## config.mk

```make
export PLATFORM = sky130hd
export DESIGN_NAME = fport_frame_tx
export DESIGN_NICKNAME = d
export VERILOG_FILES = /design/src/rtl/fport_frame_tx.sv
export SDC_FILE = /design/constraint.sdc
export NUM_CORES = 1
export LEC_CHECK = 0
export ABC_AREA = 1
export BUFFER_PORTS_ARGS = -buffer_cell sky130_fd_sc_hd__buf_4
export CAP_MARGIN = 20
export CELL_PAD_IN_SITES_DETAIL_PLACEMENT = 1
export CELL_PAD_IN_SITES_GLOBAL_PLACEMENT = 2
export CORE_AREA = 2 2 203 205
export DETAILED_ROUTE_END_ITERATION = 6
export DIE_AREA = 0 0 205 207
export MAX_ROUTING_LAYER = met4
export PLACE_DENSITY = 0.76
export SYNTH_ARGS = -nofsm -noshare
export SYNTH_HDL_FRONTEND = slang
export SYNTH_SLANG_ARGS = --single-unit
```

## constraint.sdc

```tcl
create_clock -name clock -period 4.9 [get_ports clock]
set_input_delay 1.225 -clock clock [delete_from_list [all_inputs] [get_ports clock]]
set_output_delay 1.225 -clock clock [all_outputs]
set_load 0.01 [all_outputs]
```

## src/rtl/fport_frame_tx.sv

```systemverilog
// FPort control-frame transmitter: snapshots channels/flags/rssi, then feeds a
// byte-wide uart_tx with the delimited, checksummed frame. Define FPORT_TX_STUFF_EN for 7E/7D byte stuffing.
module fport_frame_tx #(
  parameter logic [7:0] LEN_BYTE  = 8'h19,
  parameter logic [7:0] TYPE_BYTE = 8'h00
) (
  input  logic         clock,
  input  logic         reset,
  input  logic         send,
  input  logic [175:0] channels,
  input  logic [7:0]   flags,
  input  logic [7:0]   rssi,
  input  logic         tx_idle,
  output logic         tx_send,
  output logic [7:0]   tx_data,
  output logic         busy,
  output logic         frame_done
);

  typedef enum logic [2:0] {IDLE, LOAD, EMIT, WAIT_START, WAIT_DONE, DONE} state_t;

  state_t         state;
  logic [175:0]   ch_reg;
  logic [7:0]     flags_reg;
  logic [7:0]     rssi_reg;
  logic [7:0]     sum;
  logic [4:0]     idx;
  logic           esc_pending;

  logic [7:0]     payload;
  logic [7:0]     raw_byte;
  logic [8:0]     sum_wide;
  logic [7:0]     sum_next;
  logic           needs_stuff;

  always_comb begin
    payload = 8'h00;
    for (int b = 0; b < 22; b++) begin
      if (idx == 5'(b + 3)) payload = ch_reg[8*b +: 8];
    end
  end

  // Logical (unstuffed) byte for the current index; slot 27 is the checksum.
  always_comb begin
    case (idx)
      5'd0, 5'd28: raw_byte = 8'h7E;
      5'd1:        raw_byte = LEN_BYTE;
      5'd2:        raw_byte = TYPE_BYTE;
      5'd25:       raw_byte = flags_reg;
      5'd26:       raw_byte = rssi_reg;
      5'd27:       raw_byte = 8'hFF - sum;
      default:     raw_byte = payload;
    endcase
  end

  // End-around-carry accumulation: the carry out of bit 7 is folded back in.
  always_comb begin
    sum_wide = {1'b0, sum} + {1'b0, raw_byte};
    sum_next = sum_wide[7:0] + {7'b0, sum_wide[8]};
  end

`ifdef FPORT_TX_STUFF_EN
  assign needs_stuff = (idx != 5'd0) && (idx != 5'd28) &&
                       ((raw_byte == 8'h7E) || (raw_byte == 8'h7D));
`else
  assign needs_stuff = 1'b0;
`endif

  always_ff @(posedge clock) begin
    if (reset) begin
      state       <= IDLE;
      tx_send     <= 1'b0;
      tx_data     <= 8'h00;
      busy        <= 1'b0;
      frame_done  <= 1'b0;
      sum         <= 8'h00;
      idx         <= 5'd0;
      esc_pending <= 1'b0;
      ch_reg      <= '0;
      flags_reg   <= 8'h00;
      rssi_reg    <= 8'h00;
    end else begin
      tx_send    <= 1'b0;
      frame_done <= 1'b0;
      case (state)
        IDLE: begin
          if (send) begin
            ch_reg    <= channels;
            flags_reg <= flags;
            rssi_reg  <= rssi;
            busy      <= 1'b1;
            state     <= LOAD;
          end
        end
        LOAD: begin
          idx         <= 5'd0;
          sum         <= 8'h00;
          esc_pending <= 1'b0;
          state       <= EMIT;
        end
        EMIT: begin
          if (tx_idle) begin
            tx_send <= 1'b1;
            state   <= WAIT_START;
            // The checksum only absorbs each logical byte once, on its first wire byte.
            if (esc_pending) begin
              tx_data     <= raw_byte ^ 8'h20;
              esc_pending <= 1'b0;
            end else begin
              if (needs_stuff) begin
                tx_data     <= 8'h7D;
                esc_pending <= 1'b1;
              end else begin
                tx_data <= raw_byte;
              end
              if (idx >= 5'd1 && idx <= 5'd26) sum <= sum_next;
            end
          end
        end
        WAIT_START: begin
          if (!tx_idle) state <= WAIT_DONE;
        end
        WAIT_DONE: begin
          if (tx_idle) begin
            if (esc_pending) begin
              state <= EMIT;
            end else if (idx == 5'd28) begin
              busy       <= 1'b0;
              frame_done <= 1'b1;
              state      <= DONE;
            end else begin
              idx   <= idx + 5'd1;
              state <= EMIT;
            end
          end
        end
        DONE:    state <= IDLE;
        default: state <= IDLE;
      endcase
    end
  end

endmodule

```

==> results.sh, run 1 <==
export IMPL_status="complete, no violations"
export IMPL_first_iter_violations=411
export IMPL_grt_usage=0.173
export IMPL_start_util=0.266
export IMPL_yosys_top_cells_area="dfxtp_1 (41%), o21ai_0 (14%), inv_1 (12%), a21oi_1 (11%), nand2_1 (9.8%)"
export IMPL_cts_sinks=219
export IMPL_clk_pin_slew_ns=0.06
export IMPL_die_h_um=207
export IMPL_cp_slowest_cell="dfxtp_4"
export IMPL_firstDrtPassIters=6
export IMPL_synth_flop_cell="dfxtp_1"
export IMPL_crit_type="reg2reg"
export IMPL_finalHoldViolCount=0
export IMPL_rows=74
export IMPL_worst_path_largest_cell_delay_ns=0.37
export IMPL_fin_cells=2423
export IMPL_numCtsBuffers=26
export IMPL_total_power_mw=6.66
export IMPL_path_buf_inv=7
export IMPL_clockBufferDepth=3
export IMPL_routed_wl_um=36900
export IMPL_grt_pass1_wl_um=57800
export IMPL_syn_inst=1626
export IMPL_cts_root_buf="clkbuf_16"
export IMPL_syn_num_nets=1839
export IMPL_die_x_um=205
export IMPL_antenna_found_initial=0
export IMPL_dp_cells=2364
export IMPL_areaGrowthSynthToFinish_pct=35.7
export IMPL_timing_final_ws_setup_ns=0.0294
export IMPL_rsz0062_at_grt="true"
export IMPL_coreArea_um2=40400
export IMPL_max_cap_violations=0
export IMPL_wl_per_cell_um=15.2
export IMPL_routabilityCongestion=0.831
export IMPL_syn_area_um2=10700
export IMPL_ios=207
export IMPL_cp_required_ns=5.32
export IMPL_postSynthAreaPerCell_um2=6.60
export IMPL_post_route_period_util=0.994
export IMPL_power_density_nw_per_um2=457
export IMPL_ys_types=33
export IMPL_ir_drop_v=0.000195
export IMPL_slew_violations=0
export IMPL_timing_max_slew_rel_slack=0.533
export IMPL_ant_nets=0
export IMPL_synth_top_cell_area_share=0.408
export IMPL_synth_edf_count=0
export IMPL_final_util=0.361
export IMPL_dp_slack_ns=-0.289
export IMPL_grt_pass1_vias=11200
export IMPL_cellLeakagePower_nw=6.37
export IMPL_ys_warnings_count=0
export IMPL_htree_levels=1
export IMPL_grt_overflow=0
export IMPL_via_count=10900
export IMPL_viasPerCell=4.49
export IMPL_hpwl_um=28300
export IMPL_largest_register_ffs=176
export IMPL_n_antenna_cell=0
export IMPL_yosysMostFrequentCell="inv_1"
export IMPL_fin_nets=2084
export IMPL_ys_top_cells_by_count="inv_1 (339), o21ai_0 (299), nand2_1 (281)"
export IMPL_cpMostUsedCell="nand2_1"
export IMPL_die_area_um2=42400
export IMPL_port_buffers=206
export IMPL_min_path_type="reg2reg"
export IMPL_path_max_fanout=8
export IMPL_drive_above_1_share=0.221
export IMPL_startpoint_type="register"
export IMPL_worst_pin_slew_ns=0.698
export IMPL_cts_tree="yes"
export IMPL_clock_latency_ns=0.54
export IMPL_fillCellCount=5106
export IMPL_setup_viol=0
export IMPL_cp_top_family="simple AND/OR/NAND/NOR gates"
export IMPL_ys_ff_latch=219
export IMPL_cts_hold_buf=0
export IMPL_synth_area_leader_cell="dfxtp_1"
export IMPL_ys_seq_area_frac=0.408
export IMPL_synthArstFlopShare=0
export IMPL_grt_max_degree=124
export IMPL_cp_end_kind="register"
export IMPL_fmax_mhz=205
export IMPL_finalClockSkew_ns=0.0158
export IMPL_drc_errors=0
export IMPL_fin_crit_ns=4.87
export IMPL_arrival_ns=5.29
export IMPL_setup_tns_ns=0
-- worst paths after layout --
check	from	endpoint	slack [ns]	cells after the start
worst min register to register	ch_reg[145]	ch_reg[145]	0.44	2
worst min-delay path	ch_reg[145]	ch_reg[145]	0.44	2
worst max register to register	idx[1]	sum[7]	0.03	44
worst max-delay path	idx[1]	sum[7]	0.03	44
-- worst min-delay path: stages, from the launching register on --
cell	delay (ns)
dfxtp_1	0.31
inv_1	0.05
a21oi_1	0.05
-- metrics by stage --
stage | hold WS (ns) | instance area [µm²]
2_1_floorplan | 0.420 | 10700
3_5_place_dp | 0.436 | 13300
4_1_cts | 0.445 | 14300
6_report | 0.442 | 14600
3_3_place_gp | 0.430 | 13300
5_1_grt | 0.464 | 14600
-- metal layers --
| layer | GRT usage | share of wire |
|---|---|---|
| met1 | 0.228 | 0.47 |
| met2 | 0.287 | 0.47 |
| met3 | 0.0225 | 0.041 |
| met4 | 0.0323 | 0.014 |
| met5 | - | 0 |
-- area by class of cell --
class | count | area, µm² | share of cell area
multi-input combinational | 978 | 4960 | 0.341
sequential | 219 | 4390 | 0.302
clock inverter | 6 | 105 | 0.00721
timing repair buffer | 300 | 2310 | 0.159
clock buffer | 42 | 822 | 0.0564
inverter | 346 | 1310 | 0.0898
tap | 532 | 666 | 0.0457
-- where the power goes --
part / leakage (nW) / total [mW] / internal, mW / switching, mW
Combinational: 4.10 / 1.98 / 0.718 / 1.26
Clock: 0.459 / 2.07 / 1.30 / 0.774
Sequential: 1.81 / 2.61 / 2.35 / 0.268
-- kinds of logic after synthesis --
family,synth area share
flops,0.408
buf+inv,0.151
fa+ha+maj,0.0205
simple gates,0.146
xor+xnor,0.00408
compound gates,0.269
-- timing repair --
action / 4_1_cts / 5_1_grt
gates resized for setup: 26 / 57
pin swaps: 3 / 34
buffers inserted: 0 / 11
setup endpoints to repair: 4 / 7
-- placed cells by master (no fill, tap or decap), types with 3 or more instances in the layout --
master     instances
a211oi_1           3
a21oi_1          239
a21oi_2            5
a221oi_1           3
buf_12             4
buf_4            293
buf_6              3
bufinv_16          3
clkbuf_1           6
clkbuf_16         27
clkbuf_8           9
clkinv_2           3
dfxtp_1          215
ha_1               9
ha_2               3
ha_4               4
inv_1            329
inv_2             13
inv_4              4
nand2_1          268
nand2_2           12
nand2_4            3
nand3_1           19
nand3_2            6
nand4_1            5
nor2_1            39
nor2_2             5
nor2_4             9
nor3_1             9
o211ai_1           4
o21ai_0          293
o21ai_1           10
o22ai_1            9
or2_2              3
xor2_1             3
Power figures use the tool's default switching activity.
==> inputs of run 2 (changes only) <==
--- a/config.mk
+++ b/config.mk
@@ -14,7 +14,7 @@
 export DETAILED_ROUTE_END_ITERATION = 6
 export DIE_AREA = 0 0 205 207
 export MAX_ROUTING_LAYER = met4
-export PLACE_DENSITY = 0.76
+export PLACE_DENSITY_LB_ADDON = 0.1
 export SYNTH_ARGS = -nofsm -noshare
 export SYNTH_HDL_FRONTEND = slang
 export SYNTH_SLANG_ARGS = --single-unit
==> results.sh, run 2 (same netlist as run 1, synthesis figures left out) <==
export IMPL_grt_max_degree=111
export IMPL_worst_path_largest_cell_delay_ns=0.39
export IMPL_grt_overflow=0
export IMPL_cp_end_kind="register"
export IMPL_fillCellCount=5079
export IMPL_grt_usage=0.181
export IMPL_layout_common_cells="inv_1 (327), buf_4 (298), o21ai_0 (293)"
export IMPL_port_buffers=206
export IMPL_setup_viol=0
export IMPL_rows=74
export IMPL_cp_required_ns=5.38
export IMPL_finalClockSkew_ns=0.00766
export IMPL_cts_hold_buf=0
export IMPL_worst_pin_slew_ns=0.931
export IMPL_rsz0062_at_grt="true"
export IMPL_slew_violations=0
export IMPL_ant_nets=0
export IMPL_cellLeakagePower_nw=6.42
export IMPL_cts_root_buf="clkbuf_16"
export IMPL_numCtsBuffers=27
export IMPL_viasPerCell=4.49
export IMPL_fin_nets=2092
export IMPL_clk_pin_slew_ns=0.06
export IMPL_drive_above_1_share=0.232
export IMPL_cts_sinks=219
export IMPL_final_common_cell="inv_1"
export IMPL_clockBufferDepth=3
export IMPL_drc_errors=0
export IMPL_timing_max_slew_rel_slack=0.380
export IMPL_die_h_um=207
export IMPL_fmax_mhz=209
export IMPL_start_util=0.266
export IMPL_n_antenna_cell=0
export IMPL_min_path_type="reg2reg"
export IMPL_first_iter_violations=346
export IMPL_areaGrowthSynthToFinish_pct=36.7
export IMPL_hpwl_um=28400
export IMPL_die_x_um=205
export IMPL_post_dp_cell_area_um2=13300
export IMPL_routabilityCongestion=0.828
export IMPL_fin_crit_ns=4.78
export IMPL_routed_wl_um=37900
export IMPL_status="complete, no violations"
export IMPL_grt_pass1_wl_um=59500
export IMPL_final_cell_area_um2=14700
export IMPL_cts_tree="yes"
export IMPL_firstDrtPassIters=4
export IMPL_path_max_fanout=4
export IMPL_finalHoldViolCount=0
export IMPL_ios=207
export IMPL_cp_slowest_cell="dfxtp_4"
export IMPL_arrival_ns=5.26
export IMPL_antenna_found_initial=0
export IMPL_ir_drop_v=0.000216
export IMPL_startpoint_type="register"
export IMPL_cpMostUsedCell="nand2_1"
export IMPL_hold_slack_ns=0.442
export IMPL_via_count=10900
export IMPL_crit_type="reg2reg"
export IMPL_htree_levels=1
export IMPL_wl_per_cell_um=15.6
export IMPL_die_area_um2=42400
export IMPL_grt_pass1_vias=11200
export IMPL_coreArea_um2=40400
export IMPL_post_route_period_util=0.976
export IMPL_power_density_nw_per_um2=459
export IMPL_clock_latency_ns=0.54
export IMPL_largest_register_ffs=176
export IMPL_max_cap_violations=0
run 2: cell count changes in the layout (fill, tap and decap cells not counted), sizes merged:
cell / delta
buf: +7
clkbuf: -5
bufinv: +1
clkinv: +2
run 2: area by class of cell:
cell class / count / area, µm² / area share
multi-input combinational: 978 / 5020 / 0.342
sequential: 219 / 4400 / 0.300
timing repair buffer: 307 / 2380 / 0.162
inverter: 346 / 1310 / 0.0895
clock buffer: 37 / 753 / 0.0513
tap: 532 / 666 / 0.0453
clock inverter: 9 / 145 / 0.00989
run 2: timing repair:
item	in CTS	in global routing
gates cloned	0	0
setup endpoints to repair	5	7
resized for setup	62	41
pin swaps	25	28
buffers inserted	8	6
run 2: worst paths after layout:
path / startpoint / endpoint / slack, ns / depth (start not counted)
hold reg to reg: ch_reg[164] / ch_reg[164] / 0.44 / 2
hold / removal: ch_reg[164] / ch_reg[164] / 0.44 / 2
setup reg to reg: idx[0] / sum[7] / 0.12 / 52
setup / recovery: idx[0] / sum[7] / 0.12 / 52
run 2: per-layer routing:
layer  track usage  vias to the layer above  wire, µm
met2         0.300                      157     17800
met3        0.0247                       41      1290
met1         0.237                     5034     18200
li1              -                     5665         -
met4        0.0303                        0       584
met5             -                        -         0
run 2: power by group:
| part | internal [mW] | switching [mW] |
|---|---|---|
| sequential | 2.35 | 0.264 |
| combinational | 0.784 | 1.28 |
| clock | 1.27 | 0.787 |
run 2: worst max-delay path: cells and delay by family, from the launching register on:
kind | cells | cell delay, ns
AND/OR/NAND/NOR | 38 | 2.65
flip-flops | 1 | 0.39
buffers and inverters | 6 | 0.48
adder cells (fa/ha/maj) | 3 | 0.66
AO/OA/AOI/OAI | 5 | 0.53
run 2: per-stage QoR:
| stage | setup WS, ns | setup TNS [ns] | utilization | power (mW) | instances |
|---|---|---|---|---|---|
| global placement | -0.156 | -0.270 | 0.330 | 4.58 | 2368 |
| global route | -0.391 | -1.49 | 0.364 | 7.25 | 2428 |
| finish | 0.118 | 0 | 0.364 | 6.73 | 2428 |
| floorplan | 0.240 | 0 | - | 3.83 | 1626 |
| detailed placement | -0.301 | -0.815 | 0.330 | 4.62 | 2368 |
| CTS | -0.0177 | -0.0204 | 0.359 | 6.79 | 2422 |
==> inputs of run 3 (changes only) <==
--- a/config.mk
+++ b/config.mk
@@ -14,7 +14,7 @@
 export DETAILED_ROUTE_END_ITERATION = 6
 export DIE_AREA = 0 0 205 207
 export MAX_ROUTING_LAYER = met4
-export PLACE_DENSITY_LB_ADDON = 0.1
+export PLACE_DENSITY = 0.85
 export SYNTH_ARGS = -nofsm -noshare
 export SYNTH_HDL_FRONTEND = slang
 export SYNTH_SLANG_ARGS = --single-unit
==> results.sh, run 3 (same netlist as run 1, synthesis figures left out) <==
export IMPL_wl_per_cell_um=15.1
export IMPL_clk_pin_slew_ns=0.07
export IMPL_die_h_um=207
export IMPL_cts_tree="yes"
export IMPL_path_max_fanout=10
export IMPL_grt_usage=0.174
export IMPL_ant_nets=0
export IMPL_slew_violations=0
export IMPL_post_route_period_util=0.987
export IMPL_min_path_type="reg2reg"
export IMPL_fmax_mhz=207
export IMPL_viasPerCell=4.48
export IMPL_ir_drop_v=0.000210
export IMPL_via_count=10900
export IMPL_areaGrowthSynthToFinish_pct=35.9
export IMPL_met3_usage=0.0206
export IMPL_clockBufferDepth=3
export IMPL_grt_pass1_vias=11400
export IMPL_grt_max_degree=96
export IMPL_hold_slack_ns=0.445
export IMPL_numCtsBuffers=26
export IMPL_finalHoldViolCount=0
export IMPL_busiest_layer="met2"
export IMPL_setup_viol=0
export IMPL_max_cap_violations=0
export IMPL_fin_nets=2084
export IMPL_final_cell_area_um2=14600
export IMPL_die_x_um=205
export IMPL_cp_required_ns=5.33
export IMPL_layout_common_cells="inv_1 (329), o21ai_0 (293), buf_4 (293)"
export IMPL_cts_sinks=219
export IMPL_clock_latency_ns=0.54
export IMPL_drc_errors=0
export IMPL_cpMostUsedCell="nand2_1"
export IMPL_power_density_nw_per_um2=465
export IMPL_htree_levels=1
export IMPL_fin_crit_ns=4.84
export IMPL_grt_pass1_wl_um=58100
export IMPL_start_util=0.266
export IMPL_firstDrtPassIters=4
export IMPL_status="complete, no violations"
export IMPL_timing_final_ws_setup_ns=0.0630
export IMPL_port_buffers=206
export IMPL_grtUsageMet1=0.222
export IMPL_grt_overflow=0
export IMPL_dp_slack_ns=-0.260
export IMPL_cp_slowest_cell="dfxtp_4"
export IMPL_rows=74
export IMPL_rsz0062_at_grt="true"
export IMPL_timing_max_slew_rel_slack=0.468
export IMPL_first_iter_violations=542
export IMPL_worst_path_largest_cell_delay_ns=0.40
export IMPL_cts_root_buf="clkbuf_16"
export IMPL_met2_usage=0.297
export IMPL_startpoint_type="register"
export IMPL_cts_hold_buf=0
export IMPL_hpwl_um=27800
export IMPL_coreArea_um2=40400
export IMPL_n_antenna_cell=0
export IMPL_post_dp_cell_area_um2=13300
export IMPL_die_area_um2=42400
export IMPL_routabilityCongestion=0.834
export IMPL_largest_register_ffs=176
export IMPL_antenna_found_initial=0
export IMPL_arrival_ns=5.26
export IMPL_final_util=0.361
export IMPL_ios=207
export IMPL_worst_pin_slew_ns=0.797
export IMPL_cellLeakagePower_nw=6.36
export IMPL_cp_end_kind="register"
export IMPL_path_buf_inv=6
export IMPL_final_common_cell="inv_1"
export IMPL_cp_top_family="simple AND/OR/NAND/NOR gates"
export IMPL_routed_wl_um=36600
export IMPL_finalClockSkew_ns=0.0119
export IMPL_drive_above_1_share=0.223
export IMPL_crit_type="reg2reg"
run 3: final cells by class:
cell class | instances | area (µm²)
clock buffer | 31 | 731
clock inverter | 17 | 229
fill | 5139 | 25800
inverter | 346 | 1310
multi-input combinational | 978 | 4950
sequential | 219 | 4390
tap | 532 | 666
timing repair buffer | 300 | 2310
run 3: report_power, final:
| group | switching, mW | internal [mW] | leakage (nW) |
|---|---|---|---|
| clock | 0.804 | 1.33 | 0.468 |
| sequential | 0.273 | 2.35 | 1.81 |
| combinational | 1.28 | 0.745 | 4.08 |
| total | 2.36 | 4.42 | 6.36 |
run 3: timing repair:
action | 4_1_cts | 5_1_grt
gates resized for setup | 19 | 60
pin swaps | 8 | 24
buffers inserted | 5 | 9
setup endpoints to repair | 4 | 7
run 3: per-layer routing:
metal | wire length, µm | share of wire
met5 | 0 | 0
met4 | 482 | 0.013
met3 | 1430 | 0.039
met2 | 18000 | 0.49
met1 | 16700 | 0.46
run 3: worst paths after layout:
kind,from,cells after the start,end,slack (ns)
setup reg to reg,idx[1],51,sum[6],0.06
setup / recovery,idx[1],51,sum[6],0.06
hold reg to reg,ch_reg[92],2,ch_reg[92],0.45
hold / removal,ch_reg[92],2,ch_reg[92],0.45
run 3: per-stage QoR:
| stage | cells | total power, mW | TNS [ns] |
|---|---|---|---|
| final | 2423 | 6.78 | 0 |
| after global routing | 2423 | 7.27 | -1.91 |
| after CTS | 2414 | 6.79 | 0 |
| after detailed placement | 2361 | 4.59 | -0.736 |
| after global placement | 2361 | 4.51 | -0.0851 |
| after floorplan | 1626 | 3.83 | 0 |
run 3: worst min-delay path: stages (launching register included):
cell and delay, ns:
dfxtp_1 0.30, inv_1 0.05, a21oi_1 0.05
